## src/rtl/sram_rd_arb.sv

```systemverilog
// sram_rd_arb
//   Two-requester read arbiter in front of a single-cycle-latency SRAM, with
//   a pass-through write port and same-cycle read-after-write bypass.
//
//   Ports
//     clk, rst                 single clock, asynchronous active-high reset
//     req0_i/addr0_i           requester 0 level request and read address
//     gnt0_o/vld0_o            requester 0 grant (request cycle) / return valid
//     req1_i/addr1_i           requester 1, same meaning
//     gnt1_o/vld1_o            requester 1, same meaning
//     rddata_o                 shared read-return data, 0 when nothing returns
//     wren_i/wraddr_i/wrdata_i single writer, never stalled
//     sram_wren_o/sram_wraddr_o/sram_wrdata_o  SRAM write port drive
//     sram_rden_o/sram_rdaddr_o                SRAM read port drive
//     sram_rddata_i            registered SRAM read data, valid 1 cycle after rden
module sram_rd_arb #(
    parameter int ADDR_WIDTH = 12,
    parameter int DATA_WIDTH = 16
) (
    input  logic                  clk,
    input  logic                  rst,
    input  logic                  req0_i,
    input  logic [ADDR_WIDTH-1:0] addr0_i,
    output logic                  gnt0_o,
    output logic                  vld0_o,
    input  logic                  req1_i,
    input  logic [ADDR_WIDTH-1:0] addr1_i,
    output logic                  gnt1_o,
    output logic                  vld1_o,
    output logic [DATA_WIDTH-1:0] rddata_o,
    input  logic                  wren_i,
    input  logic [ADDR_WIDTH-1:0] wraddr_i,
    input  logic [DATA_WIDTH-1:0] wrdata_i,
    output logic                  sram_wren_o,
    output logic [ADDR_WIDTH-1:0] sram_wraddr_o,
    output logic [DATA_WIDTH-1:0] sram_wrdata_o,
    output logic                  sram_rden_o,
    output logic [ADDR_WIDTH-1:0] sram_rdaddr_o,
    input  logic [DATA_WIDTH-1:0] sram_rddata_i
);

    logic                  prio_q;      // requester that wins the next tie
    logic                  vld0_q;
    logic                  vld1_q;
    logic                  byp_q;       // return must come from byp_data_q
    logic [DATA_WIDTH-1:0] byp_data_q;
    logic                  byp_hit;

    // Write path is a straight wire; reset does not touch it.
    assign sram_wren_o   = wren_i;
    assign sram_wraddr_o = wraddr_i;
    assign sram_wrdata_o = wrdata_i;

    // Grants are held low during reset so no read is launched while the
    // return pipeline is being cleared.
    always_comb begin
        // NOTE: every output gets a default first so no path leaves it
        // unassigned; otherwise a latch is inferred.
        gnt0_o = 1'b0;
        gnt1_o = 1'b0;
        if (!rst) begin
            if (req0_i && (!req1_i || !prio_q)) begin
                gnt0_o = 1'b1;
            end else if (req1_i) begin
                gnt1_o = 1'b1;
            end
        end
    end

    assign sram_rden_o   = gnt0_o | gnt1_o;
    assign sram_rdaddr_o = gnt1_o ? addr1_i : addr0_i;

    // The SRAM returns the pre-write contents when a read and a write hit
    // the same address in one cycle, so capture the new data instead. A
    // write in any later cycle is deliberately not looked at.
    assign byp_hit = sram_rden_o && wren_i && (wraddr_i == sram_rdaddr_o);

    always_ff @(posedge clk or posedge rst) begin
        if (rst) begin
            prio_q     <= 1'b0;
            vld0_q     <= 1'b0;
            vld1_q     <= 1'b0;
            byp_q      <= 1'b0;
            byp_data_q <= '0;
        end else begin
            // NOTE: non-blocking assignments so every register samples the
            // pre-edge values regardless of statement order.
            vld0_q <= gnt0_o;
            vld1_q <= gnt1_o;
            if (sram_rden_o) begin
                // Winner hands priority to the other requester.
                prio_q <= gnt0_o;
            end
            byp_q <= byp_hit;
            if (byp_hit) begin
                byp_data_q <= wrdata_i;
            end
        end
    end

    assign vld0_o = vld0_q;
    assign vld1_o = vld1_q;

    always_comb begin
        rddata_o = '0;
        if (vld0_q || vld1_q) begin
            rddata_o = byp_q ? byp_data_q : sram_rddata_i;
        end
    end

endmodule

```

## config.mk

```make
export PLATFORM = sky130hd
export DESIGN_NAME = sram_rd_arb
export DESIGN_NICKNAME = d
export VERILOG_FILES = /design/src/rtl/sram_rd_arb.sv
export SDC_FILE = /design/constraint.sdc
export NUM_CORES = 1
export LEC_CHECK = 0
export ABC_AREA = 1
export CORE_ASPECT_RATIO = 1.25
export CORE_MARGIN = 8
export CORE_UTILIZATION = 35
export DETAILED_ROUTE_END_ITERATION = 7
export GPL_ROUTABILITY_DRIVEN = 0
export HOLD_SLACK_MARGIN = 0.15
export PLACE_DENSITY = 0.83
export SYNTH_ARGS = -nofsm -noshare
export SYNTH_HDL_FRONTEND = slang
export SYNTH_SLANG_ARGS = --single-unit
```

## constraint.sdc

```tcl
create_clock -name clk -period 2.6 [get_ports clk]
set_input_delay 0.78 -clock clk [delete_from_list [all_inputs] [get_ports clk]]
set_output_delay 0.78 -clock clk [all_outputs]
set_load 0.02 [all_outputs]
```

== Word-level counts from Yosys, hierarchy flattened ==
Index checks and enable logic that the tools add are counted.
Operators by class
  bitwise gates (word level): 1
  reductions and logical operators: 7
  muxes and demuxes: 8
  equality and inequality tests: 1
Operators by type and width (count)
  $mux 16: 2
  $eq 12x12->1: 1
  $mux 12: 1
  $mux 1: 5
  $logic_and 1x1->1: 3
  $logic_not 1->1: 2
  $logic_or 1x1->1: 2
  $or 1x1->1: 1
Word-level totals
  flip-flop bits (word level): 20
  output and inout bits: 62
  input bits: 73
  logic and storage cells: 22

== Depth between registers and ports, before layout ==
Gate-level depths: netlist (run 1).
  depth in word-level cells: 8
  mapped depth: 15
  gate-level depth less buffers: 13

== Least setup slack after synthesis (run 1) ==
Ideal clock, no wire load.
  path kind: input-to-reg
  start point: input rst
  end point: register byp_data_q[10]
  required time: 2484 ps
  arrival: 2336 ps
  stages on the path: 11
  buffers on the path: 1
  setup slack: 148 ps
  cell sequence: inv_1 > nand3_1 > a21boi_1 > nand2_1 > inv_1 > nand3_1 > nor2_4 > nand2_4 > buf_6 > nand2_1 > nand2_1
On the way
  word-level cells in the longest chain between the ends: 4
  elaborated cells on any way between the ends: 7
  those cells by class: eq/ne: 1; mux: 3; bitwise: 1; reduce/logical: 2
RTL lines
  start, declared: RTL line 21  | input logic rst,
  $mux 1: RTL line 61  | if (!rst) begin
  $mux 12 or $or 1x1->1 (tied branches): RTL line 71, 70
  $eq 12x12->1 or $logic_and 1x1->1 (tied branches): RTL line 76  | assign byp_hit = sram_rden_o && wren_i && (wraddr_i == sram_rdaddr_o);
  $logic_and 1x1->1 (*): RTL line 76
  end signal, assigned: RTL line 96  | byp_data_q <= wrdata_i;
  end, declared: RTL line 46  | logic [DATA_WIDTH-1:0] byp_data_q;
Mark *: on every way between the ends. The rest lies on a longest branch, timed or not.
A chain may end at the register's enable or synchronous reset.

== Worst setup path after layout (run 1) ==
  start point: input sram_rddata_i[2]
  end point: output rddata_o[2]
On the way
  word-level cells in the longest chain between the ends: 2
RTL lines
  start, declared: RTL line 39  | input logic [DATA_WIDTH-1:0] sram_rddata_i
  $mux 16: RTL line 107  | rddata_o = byp_q ? byp_data_q : sram_rddata_i;
  $mux 16: RTL line 106  | if (vld0_q || vld1_q) begin
  end, declared: RTL line 30  | output logic [DATA_WIDTH-1:0] rddata_o,
Every way passes these cells.

==> qor.csv, run 1 <==
stage,metric,value,unit
synthesis,Async SR Flop Fraction,100,%
die,Die H,96.3,µm
synthesis,largest area contributor in the synthesized netlist,dfrtp_1,
critical_path,"slowest stage delay, CP",0.46,ns
timing,Tcrit/Tclk final,98.6,%
outcome,status,"finished, final reports clean",
cts,Clock Tree Root,clkbuf_8,
cells_and_area,fraction of layout cells with a size suffix above 1,20.5,%
critical_path,WP data arrival,1.78,ns
run,Max Cap Viol,0,
cts,worst skew pair latency,0.25,ns
cells_and_area,Area Growth Syn to Fin,81.8,%
global_routing,global route overflow,0,
synthesis,Post-Syn Nets,353,
power_and_ir_drop,Pwr Density,335,mW/mm²
synthesis,Yosys cell types,20,
synthesis,syn_area_per_cell,6.44,µm²
timing,Relative slew margins,58.8,%
synthesis,Seq cells post-synth,20,
route,via count,2280,
timing,crit path time final,2.56,ns
synthesis,Mapped Area,0.00180,mm²
critical_path,WP buf/inv,2,
die,# IOs,135,
power_and_ir_drop,static leakage,1.79,nW
timing,final count of hold timing violations,0,
critical_path,Setup crit start kind,primary input,
global_routing,GRT Resource Usage Total,16.8,%
synthesis,Synth area leaders,"dfrtp_1 28%, nand2_1 22%, buf_4 14%, nand3_1 12%, inv_1 5.0%",
route,DR pass1 iterations,4,
global_routing,first-pass GRT wire length,10500,µm
critical_path,worst-path fanout max,1,
cells_and_area,# nets final,494,
power_and_ir_drop,Worst VDD drop,0.000202,V
route,WL final,6580,µm
placed_design,placed cells,474,
global_routing,initial antenna violation count,0,
synthesis,Synth top area share,27.7,%
cts,Hold Buf Count CTS,0,
cells_and_area,fin area,0.00328,mm²
global_routing,largest net degree at the start of global routing,21,
critical_path,"delay-heaviest family, CP",buffers and inverters,
die,Initial Util,35.8,%
cells_and_area,antenna cells,0,
synthesis,Synth warnings,0,
cts,H-tree depth,1,
min_path,Hold Path Class,register to register,
cts,CTS clock-pin slew for the worst setup and hold paths,0.07,ns
timing,Fmax achieved,390,MHz
route,Initial DRC Count,93,
timing,fin. max-slew vios,0,
die,Die ar.,0.00772,mm²
route,routed len/inst,13.7,µm
synthesis,number of flops mapped to enable cells by yosys,0,
cts,CTS Buf Count,3,
timing,Final Setup Violations,0,
placed_design,port bufs,134,
timing,Final Skew,0.000990,ns
synthesis,Post-Syn Instances,280,
placed_design,DP HPWL,5360,µm
cells_and_area,final cell count without fillers,482,
cts,clock sinks,20,
cts,Clock Path Buffers,2,
die,Core Area,0.00504,mm²
power_and_ir_drop,Power Total,1.10,mW
critical_path,crit path capture type,output pin,
route,vias per cell,4.73,
die,Row Count,29,
timing,slew at the pin with the worst max-slew slack,0.618,ns
synthesis,Most used DFF post-synth,dfrtp_1,
die,Die Span X,80.2,µm
critical_path,worst-path cell chain,clkdlybuf4s50_1 -> nand2_1 -> a21oi_1 -> dlygate4sd2_1,
critical_path,Critical Path RT,1.82,ns
cts,TritonCTS clock tree,done,
route,post-route ant nets,0,
route,DRC Markers,0,
timing,RSZ-0062 raised after global routing,false,
critical_path,type of the worst setup path,primary input to output pin,
critical_path,slowest CP cell,clkdlybuf4s50_1,
synthesis,"Seq/Total Area, Yosys",27.7,%
global_routing,vias in the first global route,2405,
placed_design,Placed Area,0.00327,mm²
[cells in the mapped netlist, types with 2 or more instances]
library cell	instances
a21oi_1	16
buf_4	34
buf_6	2
clkbuf_1	4
dfrtp_1	20
inv_1	24
nand2_1	105
nand2_2	11
nand2_4	2
nand3_1	42
nand3b_1	6
nor2_1	5
nor2_4	2
[through the flow]
stage / setup TNS, ns / hold WS, ns / setup slack (ns) / util (%)
finish: 0 / 0.474 / 0.0367 / 65.0
global route: 0 / 0.487 / 0.00162 / 65.0
CTS: 0 / 0.476 / 0.00135 / 65.4
detailed placement: -19.81 / 0.458 / -0.758 / 64.7
global placement: -18.30 / 0.456 / -0.702 / 64.7
floorplan: 0 / 0.442 / 0.148 / -
[timing repair]
action                     in CTS  in global routing
gates cloned                    2                  0
pin swaps                       4                  2
buffers inserted                2                  0
resized for setup             116                 16
setup endpoints to repair      62                 13
[power breakdown]
| part | leakage (nW) | switching, mW | internal, mW | total [mW] |
|---|---|---|---|---|
| registers | 0.276 | 0.00336 | 0.316 | 0.320 |
| clock network | 0.0357 | 0.0979 | 0.205 | 0.303 |
| logic | 1.48 | 0.237 | 0.238 | 0.475 |
| total | 1.79 | 0.339 | 0.760 | 1.10 |
[worst paths after layout]
check                                 start        endpoint  slack [ns]  depth (start not counted)
setup / recovery           sram_rddata_i[2]     rddata_o[2]        0.04                          4
max in group asynchronous               rst   byp_data_q[0]        1.76                          3
setup reg to reg                     prio_q  byp_data_q[14]        0.69                         13
hold reg to reg              byp_data_q[12]  byp_data_q[12]        0.47                          2
hold / removal               byp_data_q[12]  byp_data_q[12]        0.47                          2
min in group asynchronous               rst          prio_q        0.63                          3
[cell type report]
cell class / instances / area (µm²)
Sequential cell: 20 / 500
Tap cell: 62 / 77.6
Fill cell: 460 / 1760
Clock inverter: 1 / 30.0
Inverter: 25 / 96.3
Multi-Input combinational cell: 196 / 947
Timing Repair Buffer: 175 / 1590
Clock buffer: 3 / 41.3
[layer usage]
metal	share of wire, %	track usage [%]	up-vias
met5	0	0	-
met4	2.5	6.99	0
met3	12	7.29	15
met2	49	29.3	119
met1	36	17.0	1011
li1	-	-	1135
[registers in the layout, summed over array words and instances, names as in the netlist]
name        count
prio_q          1
byp_q           1
vld0_o          1
byp_data_q     16
vld1_o          1
[worst reg2reg max path, delay by kind of cell, from the launching register on]
kind	cells	cell delay, ns
buffers and inverters	2	0.31
and+or+nand+nor	11	1.15
DFF	1	0.36
[cells in the final DEF, fill, tap and decap left out, drive strengths merged, types with 8 or more instances in the layout]
master	n
nand2	119
dlygate4sd2	37
clkdlybuf4s50	71
nor2	8
a21oi	16
nand3	43
clkbuf	8
dfrtp	20
buf	55
inv	25
[logic make-up (layout without fill, tap and decap cells)]
group | count (synthesis) | after routing | share of synthesized area (%)
and+or+nand+nor | 175 | 176 | 45.0
AOI/OAI and AO/OA | 20 | 20 | 5.83
DFF | 20 | 20 | 27.7
buffers and inverters | 65 | 204 | 21.4
(Power assumes the default switching activity.)
==> inputs of run 2 (changes only) <==
- SLEW_MARGIN: unset -> 10
==> results of run 2 <==
Final layout, timing and power as in run 1 (identical DEF).
